**src/rtl/seven_segment_manager.sv**
```systemverilog
`default_nettype none
// ============================================================================
// Module   : seven_segment_manager
// Brief    : AHB-Lite seven-segment display peripheral. Software writes digit
//            codes and CONTROL into staging registers, then COMMITs; the
//            staging set is copied to the active set at the next frame
//            boundary. A DRIVE/BLANK scan engine multiplexes four
//            common-anode digits.
// Options  : `define LEADING_ZERO_BLANK_EN blanks leading zeros on digits 3..1.
// Revision : 1.0 - initial release
// ============================================================================
module seven_segment_manager #(
  parameter int SCAN_CYCLES  = 80,
  parameter int BLANK_CYCLES = 4
) (
  input  logic        HCLK,
  input  logic        HRESET,
  input  logic [31:0] HADDR,
  input  logic [31:0] HWDATA,
  input  logic        HWRITE,
  input  logic        HREADY,
  input  logic        HSEL,
  input  logic [2:0]  HSIZE,
  input  logic [1:0]  HTRANS,
  output logic [31:0] HRDATA,
  output logic        HREADYOUT,
  output logic [3:0]  nDigit,
  output logic [6:0]  nSegment,
  output logic        nDP
);

  localparam int MAX_CYCLES = (SCAN_CYCLES > BLANK_CYCLES) ? SCAN_CYCLES : BLANK_CYCLES;
  localparam int CNT_W      = (MAX_CYCLES > 1) ? $clog2(MAX_CYCLES) : 1;
  localparam logic [CNT_W-1:0] SCAN_LAST  = CNT_W'(SCAN_CYCLES - 1);
  localparam logic [CNT_W-1:0] BLANK_LAST = CNT_W'(BLANK_CYCLES - 1);
  localparam logic [2:0] ADDR_IDLE = 3'd7;

  typedef enum logic [0:0] {ST_DRIVE = 1'b0, ST_BLANK = 1'b1} state_t;

  logic             write_q, write_d;
  logic [2:0]       addr_q, addr_d;
  logic [3:0][3:0]  digit_stg_q, digit_stg_d;
  logic [7:0]       ctrl_stg_q, ctrl_stg_d;
  logic             pending_q, pending_d;
  logic [3:0][3:0]  digit_act_q, digit_act_d;
  logic [7:0]       ctrl_act_q, ctrl_act_d;
  state_t           state_q, state_d;
  logic [CNT_W-1:0] cnt_q, cnt_d;
  logic [1:0]       idx_q, idx_d;
  logic             frame_edge;
  logic [3:0]       blank_lz;
  logic [3:0]       dp_act;
  logic             unused_bits;

  // Bus signals that carry no information for this word-only slave
  assign unused_bits = &{1'b0, HSIZE, HADDR[31:5], HADDR[1:0], HWDATA[31:8]};
  assign HREADYOUT   = 1'b1;
  assign dp_act      = ctrl_act_q[7:4];

  function automatic logic [6:0] glyph(input logic [3:0] code);
    case (code)
      4'h0: glyph = 7'h40;  4'h1: glyph = 7'h79;
      4'h2: glyph = 7'h24;  4'h3: glyph = 7'h30;
      4'h4: glyph = 7'h19;  4'h5: glyph = 7'h12;
      4'h6: glyph = 7'h02;  4'h7: glyph = 7'h78;
      4'h8: glyph = 7'h00;  4'h9: glyph = 7'h10;
      4'hA: glyph = 7'h3F;  4'hB: glyph = 7'h06;
      4'hC: glyph = 7'h2F;  4'hD: glyph = 7'h47;
      4'hE: glyph = 7'h09;  default: glyph = 7'h7F;
    endcase
  endfunction

  // Capture the address phase of a selected, active transfer
  always_comb begin
    write_d = 1'b0;
    addr_d  = ADDR_IDLE;
    if (HSEL && HREADY && (HTRANS != 2'b00)) begin
      write_d = HWRITE;
      addr_d  = HADDR[4:2];
    end
  end

  // Data-phase register writes and commit-to-active transfer at frame edge
  always_comb begin
    digit_stg_d = digit_stg_q;
    ctrl_stg_d  = ctrl_stg_q;
    digit_act_d = digit_act_q;
    ctrl_act_d  = ctrl_act_q;
    pending_d   = pending_q;
    // Transfer uses pre-write staging values, so it reads the _q copies
    if (frame_edge && pending_q) begin
      digit_act_d = digit_stg_q;
      ctrl_act_d  = ctrl_stg_q;
      pending_d   = 1'b0;
    end
    if (write_q) begin
      case (addr_q)
        3'd0, 3'd1, 3'd2, 3'd3: digit_stg_d[addr_q[1:0]] = HWDATA[3:0];
        3'd4: ctrl_stg_d = {HWDATA[7:4], 3'b000, HWDATA[0]};
        3'd5: if (HWDATA[0]) pending_d = 1'b1;  // set wins over boundary clear
        default: ;
      endcase
    end
  end

  // Scan engine: DRIVE one digit, then BLANK all, then advance digit index
  always_comb begin
    state_d    = state_q;
    cnt_d      = cnt_q + 1'b1;
    idx_d      = idx_q;
    frame_edge = 1'b0;
    case (state_q)
      ST_DRIVE: if (cnt_q == SCAN_LAST) begin
        state_d = ST_BLANK;
        cnt_d   = '0;
      end
      ST_BLANK: if (cnt_q == BLANK_LAST) begin
        state_d    = ST_DRIVE;
        cnt_d      = '0;
        idx_d      = idx_q + 2'd1;
        frame_edge = (idx_q == 2'd3);
      end
      default: begin
        state_d = ST_DRIVE;
        cnt_d   = '0;
      end
    endcase
  end

  // Leading-zero suppression mask for the upper three digits
  always_comb begin
    blank_lz = 4'b0000;
`ifdef LEADING_ZERO_BLANK_EN
    begin : lz_scan
      logic hi_ok;
      hi_ok = 1'b1;
      for (int i = 3; i >= 1; i--) begin
        blank_lz[i] = hi_ok && (digit_act_q[i] == 4'h0);
        hi_ok       = hi_ok && ((digit_act_q[i] == 4'h0) || (digit_act_q[i] == 4'hF));
      end
    end
`endif
  end

  // Display drive; everything inactive while blanking or disabled
  always_comb begin
    nDigit   = 4'hF;
    nSegment = 7'h7F;
    nDP      = 1'b1;
    if ((state_q == ST_DRIVE) && ctrl_act_q[0]) begin
      nDigit   = ~(4'b0001 << idx_q);
      nSegment = blank_lz[idx_q] ? 7'h7F : glyph(digit_act_q[idx_q]);
      nDP      = ~dp_act[idx_q];
    end
  end

  // Read mux from the registered address; zero during write data phases
  always_comb begin
    HRDATA = '0;
    if (!write_q) begin
      case (addr_q)
        3'd0, 3'd1, 3'd2, 3'd3: HRDATA = {28'b0, digit_stg_q[addr_q[1:0]]};
        3'd4:    HRDATA = {24'b0, ctrl_stg_q};
        3'd5:    HRDATA = {31'b0, pending_q};
        default: HRDATA = '0;
      endcase
    end
  end

  // State registers
  always_ff @(posedge HCLK or posedge HRESET) begin
    if (HRESET) begin
      write_q     <= 1'b0;
      addr_q      <= ADDR_IDLE;
      digit_stg_q <= '0;
      ctrl_stg_q  <= '0;
      pending_q   <= 1'b0;
      digit_act_q <= '0;
      ctrl_act_q  <= '0;
      state_q     <= ST_DRIVE;
      cnt_q       <= '0;
      idx_q       <= 2'd0;
    end else begin
      write_q     <= write_d;
      addr_q      <= addr_d;
      digit_stg_q <= digit_stg_d;
      ctrl_stg_q  <= ctrl_stg_d;
      pending_q   <= pending_d;
      digit_act_q <= digit_act_d;
      ctrl_act_q  <= ctrl_act_d;
      state_q     <= state_d;
      cnt_q       <= cnt_d;
      idx_q       <= idx_d;
    end
  end

endmodule
`default_nettype wire

```
**config.mk**
```make
export PLATFORM = sky130hd
export DESIGN_NAME = seven_segment_manager
export DESIGN_NICKNAME = d
export VERILOG_FILES = /design/src/rtl/seven_segment_manager.sv
export SDC_FILE = /design/constraint.sdc
export NUM_CORES = 1
export LEC_CHECK = 0
export BUFFER_PORTS_ARGS = -buffer_cell sky130_fd_sc_hd__buf_4
export CORE_MARGIN = 2
export CORE_UTILIZATION = 35
export DETAILED_ROUTE_END_ITERATION = 8
export PLACE_DENSITY = 0.7
export SLEW_MARGIN = 20
export SYNTH_ARGS = -nofsm -noshare
export SYNTH_HDL_FRONTEND = slang
export SYNTH_SLANG_ARGS = --single-unit
```
**constraint.sdc**
```tcl
create_clock -name HCLK -period 2.2 [get_ports HCLK]
set_input_delay 0.33 -clock HCLK [delete_from_list [all_inputs] [get_ports HCLK]]
set_output_delay 0.33 -clock HCLK [all_outputs]
set_load 0.01 [all_outputs]
```
======== After elaboration in Yosys (flattened, before gate mapping) ========
Memories as Yosys holds them, arrays and structs flattened.
Index checks and enable logic that the tools add are counted.
Widths: inputs -> output; s select.
cells by class
  $lt $le $gt $ge ......................... 3
  add/sub/neg operators ................... 2
  shifts and indexed selects .............. 1
  mux-type cells .......................... 31
  bitwise logic cells ..................... 3
  reductions and logical operators ........ 11
  equality and inequality tests ........... 8
operators with widths
  cell                 count
  $mux 7               4
  $pmux 8 s3           1
  $bmux 4 s2           2
  $bwmux 16            1
  $mux 4               4
  $pmux 7 s2           1
  $mux 1               12
  $demux 4 s2          1
  $mux 8               1
  $add 7x1->7 const B  1
  $eq 7x2->1 const B   1
  $eq 7x7->1 const B   1
  $eq 3x2->1 const B   2
  $eq 3x3->1 const B   2
  $lt 2x3->1 const B   2
  $reduce_and 2->1     3
  $logic_and 1x1->1    5
  $bmux 1 s2           2
  $not 4->4            1
  $reduce_or 4->1      1
  $shl 1x2->4 const A  1
  $eq 3x1->1 const B   1
  $logic_not 3->1      1
  $mux 3               1
  6 further kinds      7
word-level totals
  bits in read-only memories .............. 112
  input port bits ......................... 74
  flip-flop bits (word level) ............. 57
  memories kept ........................... 1
memory list
  name              words  width  read ports  clocked after memory_dff  wr ports  RTL line  source
  (name not given)  16     7      1           0                         0         61        case (code)

======== Longest topological paths before layout ========
Gate-level depths: netlist of the first run.
  word-level depth ........................ 8
  gate-level depth with buffers ........... 8
  gate-level depth less buffers ........... 7

======== Worst setup path after synthesis of the first run ========
No wires, ideal clock.
  kind .................................... register to output
  start ................................... register idx_q[0]
  end ..................................... output nSegment[3]
  required time ........................... 1870 ps
  buffers on the path ..................... 1
  cell stages (with the launch flop) ...... 9
  arrival ................................. 2000 ps
  path slack .............................. -130 ps
  cells stage by stage .................... dfrtp_1 buf_6 mux4_2 inv_1 ha_1 inv_1 o211a_4 a32oi_1 o21a_1
on the way
  word-level cells in the longest chain between the ends .. 5
  elaborated cells on any way between the ends .. 7
  those cells by class .................... mux: 6; memory: 1
ends and longest elaborated chain
  what                          RTL line  source
  from (decl)                   49        logic [1:0] idx_q, idx_d;
  from (signal assigned)        193       idx_q <= idx_d;
  $bmux 4 s2                    152       nSegment = blank_lz[idx_q] ? 7'h7F : glyph(digit_act_q[idx_q]);
  $mux 4 (not written as such)  152
  $mem_v2 16x7                  --
  $mux 7 (*)                    152
  $mux 7 (*)                    150       if ((state_q == ST_DRIVE) && ctrl_act_q[0]) begin
  to (decl)                     28        output logic [6:0] nSegment,
Every way passes the cells marked *; elsewhere a longest branch is shown, timed or not. The select of a mux whose other input is x is not followed.

======== Worst setup path in the final report of the first run ========
Same ends and word-level chain as after synthesis.

==> flow_metrics.py, run 1 <==
metrics = {
    "outcome": {
        "status": "finished, violations left",
        "violations": "negative setup slack",
    },
    "logic_synthesis": {
        "yosysSeqAreaShare_pct": 45.8,
        "ys_types": 49,
        "yosys_warnings": 0,
        "syn_area_um2": 3120,
        "postSynth.asyncResetShare_pct": 100,
        "ys.flop_type": "dfrtp_1",
        "synth_edf_count": 0,
        "postSynthCellCount": 255,
        "avgSynthCellArea_um2": 12.2,
        "ys_ff_latch": 57,
    },
    "power_and_ir_drop": {
        "total_power_w": 0.00233,
        "leakagePower_nw": 1.93,
        "peakVddDrop_mv": 0.357,
        "p_per_area_nw_per_um2": 587,
    },
    "grt": {
        "grt_first_pass_wirelength_um": 10200,
        "grt_max_degree": 21,
        "grt_util_all_layers_pct": 13.3,
        "overflow": 0,
        "grt_antenna_before_repair": 0,
        "grt_pass1_vias": 2107,
    },
    "layout": {
        "layout_common_cells": "dfrtp_1, buf_4, mux2_1, conb_1",
        "area_growth_pct": 27.5,
        "final_cells": 431,
        "final_area_um2": 3980,
        "finalNetCount": 404,
        "layout_commonest_cell": "dfrtp_1",
        "antenna_cells": 0,
        "drive_gt1_share_pct": 36.2,
    },
    "sta": {
        "timing.hold.ws_ns": 0.186,
        "hold_viol": 0,
        "maxSlewViolCount": 0,
        "rsz0062_at_grt": "true",
        "finClkSkew_ns": 0.00921,
        "period_needed_ns": 2.63,
        "fmax_ghz": 0.380,
        "setup_viol": 8,
        "fin_crit_sh_pct": 120,
        "worst_slack_ns": -0.432,
    },
    "drt": {
        "ant_nets": 0,
        "drt_drc_violations_left": 0,
        "dr.first_iter.drc_count": 92,
        "wire_per_inst_um": 14.0,
        "drt-total-wl_um": 6030,
        "vias_per_cell": 4.82,
        "vias": 2079,
        "firstDrtPassIters": 4,
    },
    "floorplan": {
        "start_util_pct": 36.0,
        "rows": 34,
        "core_area_um2": 8680,
        "die_h_um": 98.4,
        "io_pins": 119,
        "die_w_um": 98.4,
        "dieArea_um2": 9690,
    },
    "job": {
        "drv_cap": 0,
    },
    "place": {
        "gp_congestion": 0.765,
        "placedInstanceArea_um2": 3530,
        "pre_cts_slack_ns": -0.218,
        "hpwl_um": 4490,
        "dpl.cell_count": 407,
        "port_buffers": 37,
    },
    "critical_path": {
        "crit_arrival_ns": 2.30,
        "cp-end-kind": "output pin",
        "path_depth": 8,
        "reg2reg_slack_ns": 0.38,
        "worst-r2r-cell-count": 4,
        "crit_buf_inv": 3,
        "reg2reg_from": "write_q",
        "cp_max_fo": 4,
        "path_class": "reg2out",
        "crit_required_ns": 1.87,
        "cp-start-kind": "flop",
        "path_cells": "mux4_2, inv_4, ha_4, inv_2, o211a_4, a32oi_2, o21a_1, buf_4",
        "slowest_delay_ns": 0.58,
        "crit_slowest_cell": "mux4_2",
        "cp-endpoint": "nSegment[3]",
        "r2r-end": "digit_stg_q[9]",
        "startpoint": "idx_q[0]",
        "crit_family": "multiplexers",
    },
    "clock_tree": {
        "root_buffer": "clkbuf_8",
        "cts_max_level": 3,
        "clk_latency_ns": 0.34,
        "clkTransAtPathRegs_ns": 0.07,
        "cts-buffers-inserted": 9,
        "clock-sinks": 57,
        "cts_buffer_depth": 2,
        "cts_tree": "built",
    },
    "min_path": {
        "hp-class": "in2reg",
    },
}
==> through the flow <==
step / util, % / TNS [ns]
detailed placement: 40.7 / -0.969
global placement: 40.7 / -0.904
global route: 45.8 / -3.64
CTS: 44.4 / -2.80
finish: 45.8 / -2.84
floorplan: - / -0.0453
==> sequential cells by signal, summed over array words and instances, names as in the netlist <==
signal,cells
write_q,1
ctrl_stg_q,5
cnt_q,7
digit_stg_q,16
ctrl_act_q,5
pending_q,1
digit_act_q,16
addr_q,3
state_q,1
idx_q,2
==> per-layer routing <==
| layer | global-route usage (%) | part of all wire [%] | vias to the layer above |
|---|---|---|---|
| met5 | 0 | 0 | - |
| li1 | - | - | 972 |
| met4 | 4.11 | 1.3 | 0 |
| met3 | 3.97 | 6.1 | 10 |
| met2 | 21.2 | 49 | 79 |
| met1 | 17.7 | 44 | 1018 |
==> synth_stat cells (2+ instances only) <==
cell type	number	area, um2
buf_4	25	188
inv_1	10	37.5
mux4_1	2	52.6
mux2_1	42	473
a32oi_1	2	17.5
xnor2_1	5	43.8
nor2b_1	2	12.5
conb_1	2	7.51
buf_2	7	35.0
nand2_1	13	48.8
ha_1	12	150
o21a_1	3	22.5
and2_1	4	25.0
nor2_1	13	48.8
nor3b_1	3	22.5
o211ai_1	2	15.0
mux4_2	7	158
nand3_1	5	25.0
dfstp_2	3	78.8
o21ai_1	2	10.0
mux2i_1	2	20.0
a21oi_1	5	25.0
and3_1	2	12.5
dfrtp_1	54	1350
or2_2	4	25.0
==> what timing repair did <==
item / CTS / global route
setup buffers: 6 / 1
endpoints found under the setup margin: 11 / 15
pin swaps: 4 / 5
gates resized for setup: 9 / 21
endpoints found under the hold margin: 17 / 0
hold buffers: 1 / 0
cloned: 0 / 1
==> area by class of cell <==
type	instances	area, um2
Sequential cell	57	1440
Multi-Input combinational cell	177	1600
Inverter	10	40.0
Clock inverter	6	91.3
Fill cell	807	4700
Tap cell	108	135
Clock buffer	10	138
Timing Repair Buffer	63	539
==> kinds of logic (layout without fill, tap and decap cells) <==
family	count (synthesis)	after routing	share of synthesized area (%)
mux	53	53	22.5
fa+ha+maj	12	12	4.81
compound gates	22	22	5.25
flops	57	57	45.8
other cells	2	25	0.241
xor+xnor	6	6	1.68
buf+inv	44	89	8.82
simple gates	59	59	10.9
==> worst min-delay path by stage <==
stage | start | to | cells past startpoint
after detailed placement | HRESET | digit_stg_q[9] | 2
after floorplan | cnt_q[0] | cnt_q[0] | 1
final | HADDR[4] | addr_q[2] | 2
after global placement | HRESET | digit_stg_q[10] | 2
after CTS | HADDR[4] | addr_q[2] | 2
after global routing | HADDR[4] | addr_q[2] | 2
==> report_power, final <==
group	internal [W]	switching (W)	total (W)
Combinational	0.0000676	0.0000662	0.000134
Sequential	0.00107	0.0000258	0.00110
Clock	0.000669	0.000432	0.00110
Power figures use the tool's default switching activity.
==> run 2, diff against run 1 <==
--- a/config.mk
+++ b/config.mk
@@ -10,6 +10,7 @@
 export CORE_UTILIZATION = 35
 export DETAILED_ROUTE_END_ITERATION = 8
 export PLACE_DENSITY = 0.7
+export RECOVER_POWER = 25
 export SLEW_MARGIN = 20
 export SYNTH_ARGS = -nofsm -noshare
 export SYNTH_HDL_FRONTEND = slang
==> run 2 against run 1 <==
  * The flow still finishes with violations (negative setup slack)
  * Sequential power about the same
  * Core utilization about the same
  * Combinational power hardly changed
  * Register-to-register slack is essentially flat
  * Largest cell class unchanged
  * Largest power group unchanged
==> flow_metrics.py, run 2 (synthesis gave the netlist of run 1 again) <==
metrics = {
    "floorplan": {
        "die_w_um": 98.4,
        "io_pins": 119,
        "die_h_um": 98.4,
        "core_area_um2": 8680,
        "start_util_pct": 36.0,
        "dieArea_um2": 9690,
        "rows": 34,
    },
    "drt": {
        "vias": 2057,
        "ant_nets": 0,
        "dr.first_iter.drc_count": 96,
        "wire_per_inst_um": 14.1,
        "firstDrtPassIters": 4,
        "vias_per_cell": 4.77,
        "drt_drc_violations_left": 0,
        "drt-total-wl_um": 6060,
    },
    "layout": {
        "final_area_um2": 3980,
        "layout_commonest_cell": "dfrtp_1",
        "antenna_cells": 0,
        "area_growth_pct": 27.4,
        "drive_gt1_share_pct": 35.9,
        "finalNetCount": 404,
        "layout_common_cells": "dfrtp_1, buf_4, mux2_1, conb_1",
        "largestRegisters": "digit_act_q x16, digit_stg_q x16, cnt_q x7",
    },
    "critical_path": {
        "slowest_delay_ns": 0.58,
        "path_cells": "mux4_2, inv_4, ha_4, inv_2, o211a_4, a32oi_2, o21a_1, buf_4",
        "cp-start-kind": "flop",
        "cp-end-kind": "output pin",
        "cp_max_fo": 4,
        "crit_arrival_ns": 2.30,
        "path_class": "reg2out",
        "crit_slowest_cell": "mux4_2",
        "crit_required_ns": 1.87,
    },
    "sta": {
        "rsz0062_at_grt": "true",
        "hold_viol": 0,
        "fin_crit_sh_pct": 120,
        "setup_viol": 8,
        "worst_slack_ns": -0.431,
        "finClkSkew_ns": 0.00929,
        "tightestPinTransition_ns": 0.712,
        "slew_headroom_pct": 52.5,
        "fmax_ghz": 0.380,
        "period_needed_ns": 2.63,
        "maxSlewViolCount": 0,
    },
    "power_and_ir_drop": {
        "peakVddDrop_mv": 0.356,
        "total_power_w": 0.00233,
        "leakagePower_nw": 1.93,
        "p_per_area_nw_per_um2": 587,
    },
    "min_path": {
        "hp-class": "in2reg",
    },
    "grt": {
        "grt_antenna_before_repair": 0,
        "grt_max_degree": 21,
        "grt_util_all_layers_pct": 13.3,
        "overflow": 0,
        "grt_first_pass_wirelength_um": 10200,
        "grt_pass1_vias": 2107,
    },
    "place": {
        "hpwl_um": 4490,
        "placedInstanceArea_um2": 3530,
        "gp_congestion": 0.765,
        "port_buffers": 37,
        "pre_cts_slack_ns": -0.218,
    },
    "clock_tree": {
        "cts_max_level": 3,
        "cts_tree": "built",
        "cts_buffer_depth": 2,
        "clkTransAtPathRegs_ns": 0.07,
        "root_buffer": "clkbuf_8",
        "clock-sinks": 57,
        "cts-buffers-inserted": 9,
        "clk_latency_ns": 0.34,
    },
    "outcome": {
        "violations": "negative setup slack",
        "status": "finished, violations left",
    },
    "job": {
        "drv_cap": 0,
    },
}
[run 2: layout make-up]
class | count | area (um2)
timing repair buffer | 63 | 537
fill | 808 | 4700
inverter | 10 | 40.0
clock buffer | 10 | 138
multi-input combinational | 177 | 1600
sequential | 57 | 1440
tap | 108 | 135
clock inverter | 6 | 91.3
[run 2: report_power, final]
| group | total (W) | switching [W] | internal, W |
|---|---|---|---|
| combinational | 0.000133 | 0.0000660 | 0.0000667 |
| sequential | 0.00110 | 0.0000259 | 0.00107 |
| clock | 0.00110 | 0.000431 | 0.000669 |
| total | 0.00233 | 0.000523 | 0.00181 |
[run 2: layer usage]
metal  up-vias  routed length (um)  GRT usage, %
met5         -                   0             0
met4         0                  51          4.11
met3         5                 369          3.97
met2        76                2960          21.2
met1      1010                2680          17.7
li1        966                   -             -
[run 2: worst paths after layout]
path,endpoint,from,slack [ns],depth (start not counted)
max,nSegment[3],idx_q[0],-0.43,8
min,addr_q[2],HADDR[4],0.19,2
max reg2reg,digit_stg_q[9],write_q,0.37,4
min reg2reg,cnt_q[0],cnt_q[0],0.47,1
max in group asynchronous,idx_q[0],HRESET,0.58,4
min in group asynchronous,cnt_q[1],HRESET,0.66,3
[run 2: critical path: cells and delay by family (launching register included)]
family,cells,cell delay [ns]
multiplexers,1,0.58
AO/OA/AOI/OAI,3,0.55
flip-flops,1,0.43
buffers and inverters,3,0.26
adder cells (fa/ha/maj),1,0.14
[run 2: stage by stage]
step / cells / utilization, % / hold slack (ns) / TNS (ns)
finish: 431 / 45.8 / 0.187 / -2.86
global route: 431 / 45.8 / 0.166 / -3.64
CTS: 430 / 44.4 / 0.173 / -2.80
detailed placement: 407 / 40.7 / 0.348 / -0.969
global placement: 407 / 40.7 / 0.342 / -0.904
floorplan: 278 / - / 0.423 / -0.0453
[run 2: what timing repair did]
action / in CTS / in global routing
endpoints found under the setup margin: 11 / 15
gates resized for setup: 9 / 21
pin swaps: 4 / 5
endpoints found under the hold margin: 17 / 0
gates cloned: 0 / 1
buffers inserted: 6 / 1
hold buffers: 1 / 0
